<file path="config.mk">
export PLATFORM = sky130hd
export DESIGN_NAME = inta_sequencer
export DESIGN_NICKNAME = d
export VERILOG_FILES = /design/src/rtl/inta_sequencer.sv
export SDC_FILE = /design/constraint.sdc
export NUM_CORES = 1
export LEC_CHECK = 0
export CAP_MARGIN = 20
export CORE_UTILIZATION = 35
export CTS_BUF_LIST = sky130_fd_sc_hd__clkbuf_4
export CTS_CLUSTER_SIZE = 14
export DETAILED_ROUTE_END_ITERATION = 8
export HOLD_SLACK_MARGIN = 0.05
export PLACE_DENSITY = 0.53
export SLEW_MARGIN = 20
export SYNTH_ARGS = -nofsm -noshare
export SYNTH_HDL_FRONTEND = slang
export SYNTH_SLANG_ARGS = --single-unit
</file>
<file path="constraint.sdc">
create_clock -name clk -period 5.55 [get_ports clk]
set_input_delay 0.8325 -clock clk [delete_from_list [all_inputs] [get_ports clk]]
set_output_delay 0.8325 -clock clk [all_outputs]
set_load 0.005 [all_outputs]
</file>
<file path="src/rtl/inta_sequencer.sv">
// inta_sequencer: priority resolution, two-pulse INTA handshake, EOI/AEOI and
// priority rotation for an 8259-compatible interrupt controller.
module inta_sequencer #(
  parameter int SPURIOUS_LEVEL = 7,
  parameter int VEC_BASE_BITS  = 5
) (
  input  logic       clk,
  input  logic       reset,
  input  logic [7:0] IRR,
  input  logic [7:0] OCW1,
  input  logic [7:0] ICW2,
  input  logic       ICW4_AEOI,
  input  logic       rotate_on_aeoi,
  input  logic       INTA,
  input  logic       eoi_valid,
  input  logic       eoi_specific,
  input  logic [2:0] eoi_level,
  input  logic       eoi_rotate,
  input  logic       set_prio_valid,
  input  logic [2:0] set_prio_level,
  output logic       INT,
  output logic [7:0] ISR,
  output logic [7:0] clear_irr,
  output logic [7:0] vector_out,
  output logic       vector_oe,
  output logic [2:0] highest_priority_ISR
);
  typedef enum logic [1:0] {IDLE, ACK1, WAIT2, VEC} state_t;

  state_t     state;
  logic [2:0] lowest_priority;
  logic [2:0] lvl;          // level latched at the first INTA
  logic       spur;         // latched level is the spurious level
  logic       inta_prev;

  logic [7:0] req;
  logic       cand_found, isr_found, eligible;
  logic [2:0] cand_lvl, cand_rank, isr_lvl, isr_rank, pos;
  logic       fall, eoi_hit, aeoi_done;
  logic [2:0] eoi_tgt;
  logic [7:0] clr_mask, ack_set, isr_next;

  // Walk levels from lowest to highest priority so the last hit is the highest
  always_comb begin
    req        = IRR & ~OCW1;
    cand_found = 1'b0;
    cand_lvl   = '0;
    cand_rank  = '0;
    isr_found  = 1'b0;
    isr_lvl    = '0;
    isr_rank   = '0;
    pos        = '0;
    for (int i = 7; i >= 0; i--) begin
      pos = lowest_priority + 3'd1 + 3'(i);
      if (req[pos]) begin
        cand_found = 1'b1;
        cand_lvl   = pos;
        cand_rank  = 3'(i);
      end
      if (ISR[pos]) begin
        isr_found = 1'b1;
        isr_lvl   = pos;
        isr_rank  = 3'(i);
      end
    end
    // Fully nested: must outrank everything already in service
    eligible = cand_found && (!isr_found || (cand_rank < isr_rank));
  end

  // Next ISR: EOI/AEOI clears act on the pre-cycle ISR, then the acknowledge set wins
  always_comb begin
    fall    = inta_prev & ~INTA;
    eoi_hit = 1'b0;
    eoi_tgt = eoi_level;
    if (eoi_valid) begin
      if (eoi_specific) begin
        eoi_hit = 1'b1;
      end else begin
        eoi_hit = isr_found;
        eoi_tgt = isr_lvl;
      end
    end
    aeoi_done = (state == VEC) && INTA && ICW4_AEOI && !spur;
    clr_mask  = '0;
    ack_set   = '0;
    if (eoi_hit)   clr_mask[eoi_tgt] = 1'b1;
    if (aeoi_done) clr_mask[lvl]     = 1'b1;
    if ((state == IDLE) && fall && eligible) ack_set[cand_lvl] = 1'b1;
    isr_next = (ISR & ~clr_mask) | ack_set;
  end

  // Handshake FSM with registered outputs, ISR and rotation state
  always_ff @(posedge clk or posedge reset) begin
    if (reset) begin
      state           <= IDLE;
      INT             <= 1'b0;
      ISR             <= '0;
      clear_irr       <= '0;
      vector_out      <= '0;
      vector_oe       <= 1'b0;
      lowest_priority <= 3'd7;
      lvl             <= 3'(SPURIOUS_LEVEL);
      spur            <= 1'b0;
      inta_prev       <= 1'b1;
    end else begin
      inta_prev <= INTA;
      ISR       <= isr_next;
      clear_irr <= ack_set;
      INT       <= 1'b0;
      if (set_prio_valid)                 lowest_priority <= set_prio_level;
      else if (eoi_hit && eoi_rotate)     lowest_priority <= eoi_tgt;
      else if (aeoi_done && rotate_on_aeoi) lowest_priority <= lvl;
      case (state)
        IDLE: begin
          if (fall) begin
            state <= ACK1;
            lvl   <= eligible ? cand_lvl : 3'(SPURIOUS_LEVEL);
            spur  <= !eligible;
          end else begin
            INT <= eligible;
          end
        end
        ACK1:  if (INTA) state <= WAIT2;
        WAIT2: begin
          if (fall) begin
            state      <= VEC;
            vector_out <= {ICW2[7 -: VEC_BASE_BITS], lvl};
            vector_oe  <= 1'b1;
          end
        end
        VEC: begin
          // further falling edges cannot occur here without a rise ending the cycle
          if (INTA) begin
            vector_oe <= 1'b0;
            state     <= IDLE;
          end
        end
        default: state <= IDLE;
      endcase
    end
  end

  assign highest_priority_ISR = isr_lvl;

endmodule

</file>
Word level (Yosys, flattened, before mapping)
Index checks and enable logic that the tools add are counted.
{"block": "word_totals", "ff_bits": 36, "input_bits": 39, "output_inout_bits": 29, "wordCells": 177}
{"block": "classes", "addsub": 8, "n_lt_le_gt_ge": 15, "eq_ne": 7, "mux": 107, "bitwise": 8, "n_reduce_logical": 22}
{"cell": "3-bit 2-to-1 mux", "n": 38}
{"cell": "1-bit binary-select mux with 3-bit select", "n": 16}
{"cell": "3-bit by 4-bit less-than comparator with 1-bit output (second input constant)", "n": 11}
{"cell": "1-bit 2-to-1 mux", "n": 41}
{"cell": "8-bit 2-to-1 mux", "n": 3}
{"cell": "8-bit AND", "n": 2}
{"cell": "8-bit inverter", "n": 2}
{"cell": "8-bit OR", "n": 2}
{"cell": "3-bit adder (second input constant)", "n": 4}
{"cell": "1-bit logical AND", "n": 11}
{"cell": "1-bit demux with 3-bit select", "n": 3}
{"cell": "3-bit by 1-bit >= comparator with 1-bit output (second input constant)", "n": 3}
{"cell": "2-bit 2-to-1 mux", "n": 4}
{"cell": "2-bit != test (second input constant)", "n": 4}
{"cell": "2-bit one-hot mux with 4 select lines", "n": 1}
{"cell": "3-bit by 1-bit adder with 3-bit output (second input constant)", "n": 2}
{"cell": "3-bit by 2-bit adder with 3-bit output (second input constant)", "n": 2}
{"cell": "2-bit equality test (second input constant)", "n": 2}
{"cell": "2-bit AND reduction", "n": 2}
{"cell": "4-bit AND reduction", "n": 1}
{"cell": "1-bit logical NOT", "n": 3}
{"cell": "3-bit less-than comparator", "n": 1}
{"cell": "3-bit AND reduction", "n": 1}
{"cell": "3-bit nonzero test", "n": 1}
{"cell": "7 further kinds", "n": 7}

Longest topological paths before layout
Gate-level depths: netlist of the first run.
{"block": "depth", "depth_word": 24, "depth_mapped": 20, "ltp_nobuf": 15}

Least setup slack after synthesis of the first run
No wires, ideal clock.
{"block": "synth_path", "kind": "register to output", "startpoint": "register lowest_priority[0]", "endpoint": "output port highest_priority_ISR[2]", "arrival_time_ns": 3.719, "required_time_ns": 4.718, "path_slack_ns": 0.998, "path_stages_with_launch": 18, "path_buffers": 6, "path_cell_list": "dfstp_2 buf_6 inv_2 clkbuf_1 ha_1 buf_2 buf_4 buf_2 buf_2 mux2i_1 o21ai_1 a22o_1 a221o_1 a21oi_1 o22ai_1 o21ai_0 nand3b_1 a21oi_1"}
{"block": "synth_between", "elab_chain_len": 12, "word_cells_on_any_way": 32, "classes_between": "8 x add/sub; 24 x mux"}
{"item": "start: declaration", "line": "31", "text": "logic [2:0] lowest_priority;"}
{"item": "start signal: assignment", "line": "110", "text": "if (set_prio_valid) lowest_priority <= set_prio_level;"}
{"item": "start signal: assignment", "line": "111", "text": "else if (eoi_hit && eoi_rotate) lowest_priority <= eoi_tgt;"}
{"item": "start signal: assignment", "line": "112", "text": "else if (aeoi_done && rotate_on_aeoi) lowest_priority <= lvl;"}
{"item": "3-bit by 1-bit adder with 3-bit output *", "line": "54", "text": "pos = lowest_priority + 3'd1 + 3'(i);"}
{"item": "3-bit adder", "line": "54"}
{"item": "1-bit binary-select mux with 3-bit select", "line": "60", "text": "if (ISR[pos]) begin"}
{"item": "1-bit 2-to-1 mux (implied by the code)", "line": "60"}
{"item": "3-bit 2-to-1 mux (7 in series)", "line": "60"}
{"item": "3-bit 2-to-1 mux *", "line": "60"}
{"item": "end: declaration", "line": "26", "text": "output logic [2:0] highest_priority_ISR"}
Every way passes the cells marked *; elsewhere a longest branch is shown, timed or not. The select of a mux whose other input is x is not followed.

Worst setup path in the final report of the first run
Same ends and word-level chain as after synthesis.

==> out/results.ini, run 1 <==
[synth]
postSynthCellCount = 434
synth.cell_area_um2 = 4090
syn_area_per_cell_um2 = 9.43
synth_edf_count = 0
ys_types = 72
synth-seq-area-share_pct = 22.2
synth_flop_cell = dfrtp_1
ys_ff_latch = 36
synth-async-reset-ratio_pct = 100
syn_nets = 481
yosys_warnings = 0

[sta]
worst_slack_ns = 0.707
hold_viol_final = 0
holdWs_ns = 0.511
clock_skew_ns = 0.0176
max_freq_mhz = 206
period_share_pct = 87.3
tightest_slew_ns = 0.867
max_slew_margin_pct = 41.8
drv_slew = 0
rsz0062_at_grt = false
fin_crit_ns = 4.84
setup_viol = 0
tns_ns = 0

[cells_and_area]
final_util_pct = 43.8
n_fill_cell = 1162
nets = 540
antenna_cells = 0
final_cell_mix = clkdlybuf4s50_1, nand2_1, nor2_1
final-instance-count-excl-fill = 637
final_common_cell = clkdlybuf4s50_1
layout-drive-gt1-share_pct = 18.2
synthToLayoutAreaGrowth_pct = 22.4

[global_routing]
busiest_layer = met2
grt_pass1_vias = 3772
grt_use_total_pct = 20.6
grt_pass1_wl_um = 19300
use_met3_pct = 3.35
grt_start_max_net_pins = 37
antenna_found_initial = 0
grt_remaining_overflow = 0
use_met2_pct = 35.1
gr-usage-met1_pct = 26.9

[setup_path]
r2r_start = lowest_priority[0]
startpoint_type = register
end_kind = primary output
rrSetupSlack_ns = 1.24
crit_arrival_ns = 4.01
r2r_cells = 13
crit_fanout = 30
critPathLaunch = lowest_priority[0]
worstReg2RegEnd = ISR[7]
critPathKind = reg -> out
cp_data_required_time_ns = 4.72

[route]
drc = 0
drt_iter0_drc = 276
drt_pre_antenna_iters = 5
vias = 3861
wirelength_um = 12000
wl_per_cell_um = 18.9
antenna_left = 0
vias_per_cell = 6.06

[clock_tree]
cts-root-buf = clkbuf_4
cts_buffers = 5
cts_tree = yes
clkTransAtPathRegs_ns = 0.12
cts_resized = 0
cts_htree_levels = 2
hold_buffers = 0
cts_buffer_depth = 2
cts.sinks = 36
clk_latency_ns = 0.35
cts_setup_buffers = 0

[power_and_ir_drop]
seqPwrFrac_pct = 16.1
comb_power_share_pct = 74.6
p_switching_mw = 1.43
p_clk_share_pct = 9.3
intPower_mw = 1.59
powerDensity_nw_per_um2 = 603
swShare_pct = 47.3
ir_worst_vdd_uv = 305
p_leak_nw = 1.95

[die]
placementRows = 39
fp.dieW_um = 110
initial_core_util_pct = 35.8
ios = 68
die_h_um = 110
dieArea_um2 = 12100
core-area_um2 = 11400

[run]
cap_violations = 0

[hold_path]
hold_class = reg -> reg
hold_start = spur
hold_path_depth = 1
holdPathEnd = spur

[placed_design]
place_ws_ns = 1.07
io_buffers = 64
post-dp-hpwl_um = 9080
dp_cells = 629
routabilityCongestion = 0.837

[status]
status = finished clean

==> worst max-delay path by stage <==
stage | to | slack (ns) | cells after the start
2_1_floorplan | highest_priority_ISR[2] | 1.0 | 17
3_3_place_gp | highest_priority_ISR[1] | 1.14 | 9
3_5_place_dp | highest_priority_ISR[2] | 1.07 | 12
4_1_cts | highest_priority_ISR[2] | 0.68 | 12
5_1_grt | highest_priority_ISR[2] | 0.39 | 12
6_report | highest_priority_ISR[2] | 0.71 | 12
==> metrics by stage <==
| step | total power, mW | cell area, um^2 |
|---|---|---|
| after global routing | 3.27 | 5010 |
| after floorplan | 2.08 | 4090 |
| after CTS | 3.02 | 5010 |
| after detailed placement | 2.72 | 4880 |
| after global placement | 2.70 | 4880 |
| final | 3.02 | 5010 |
==> cell usage after synthesis, drive strengths merged, types with 11 or more instances <==
master | instances | area (um^2)
a21oi | 22 | 110
mux4 | 31 | 698
buf | 14 | 77.6
nand2 | 39 | 146
dfrtp | 29 | 726
nand2b | 20 | 133
o21ai | 25 | 125
inv | 11 | 41.3
nor2 | 33 | 124
mux2i | 26 | 260
nor2b | 12 | 75.1
mux2 | 28 | 315
==> power groups by stage <==
stage               Clock (mW)  Sequential, mW  Combinational [mW]
finish                   0.281           0.486                2.25
global route             0.301           0.504                2.47
CTS                      0.287           0.486                2.25
detailed placement           0           0.490                2.23
global placement             0           0.489                2.21
floorplan                    0           0.432                1.64
==> sequential cells by signal, indices dropped and copies added, names as in the netlist <==
name             flops
vector_oe            1
ISR                  8
clear_irr            8
state                2
INT                  1
lowest_priority      3
lvl                  3
spur                 1
vector_out           8
inta_prev            1
==> routing by layer <==
metal | routed length (um) | up-vias | part of all wire (%)
met5 | 0 | - | 0
met1 | 4980 | 1909 | 41
met4 | 191 | 0 | 1.6
li1 | - | 1802 | -
met2 | 6080 | 134 | 51
met3 | 774 | 16 | 6.4
==> cells by family (layout without fill, tap and decap cells) <==
group	count (synthesis)	after routing	share of synthesized area, %
simple gates	154	154	20.0
compound gates	114	114	19.0
mux	85	85	31.1
flops	36	36	22.2
buf+inv	33	93	3.64
fa+ha+maj	8	8	2.45
xor+xnor	4	4	1.53
==> final cells by class <==
class	count	area (um^2)	share of cell area [%]
clock buffers	5	37.5	0.750
clock inverters	3	90.1	1.80
inverters	11	41.3	0.825
multi-input cells	365	3030	60.6
flip-flops and latches	36	910	18.2
well taps	143	179	3.57
repair buffers	74	716	14.3
==> worst max-delay path: stages, from the launching register on <==
cell	delay, ns
dfstp_2	0.59
inv_2	0.05
ha_1	0.26
buf_4	0.37
mux4_2	0.49
mux2i_1	0.41
nand2_1	0.10
a21oi_1	0.15
o22ai_1	0.19
o21ai_0	0.28
nand3b_1	0.11
a21oi_1	0.16
clkdlybuf4s50_1	0.51
(Power assumes the default switching activity.)
==> run 2: changes to the inputs <==
--- a/config.mk
+++ b/config.mk
@@ -10,7 +10,7 @@
 export CTS_BUF_LIST = sky130_fd_sc_hd__clkbuf_4
 export CTS_CLUSTER_SIZE = 14
 export DETAILED_ROUTE_END_ITERATION = 8
-export HOLD_SLACK_MARGIN = 0.05
+export HOLD_SLACK_MARGIN = 0.12
 export PLACE_DENSITY = 0.53
 export SLEW_MARGIN = 20
 export SYNTH_ARGS = -nofsm -noshare
==> results of run 2 <==
The final DEF is identical to that of run 1; final timing and power are the same.
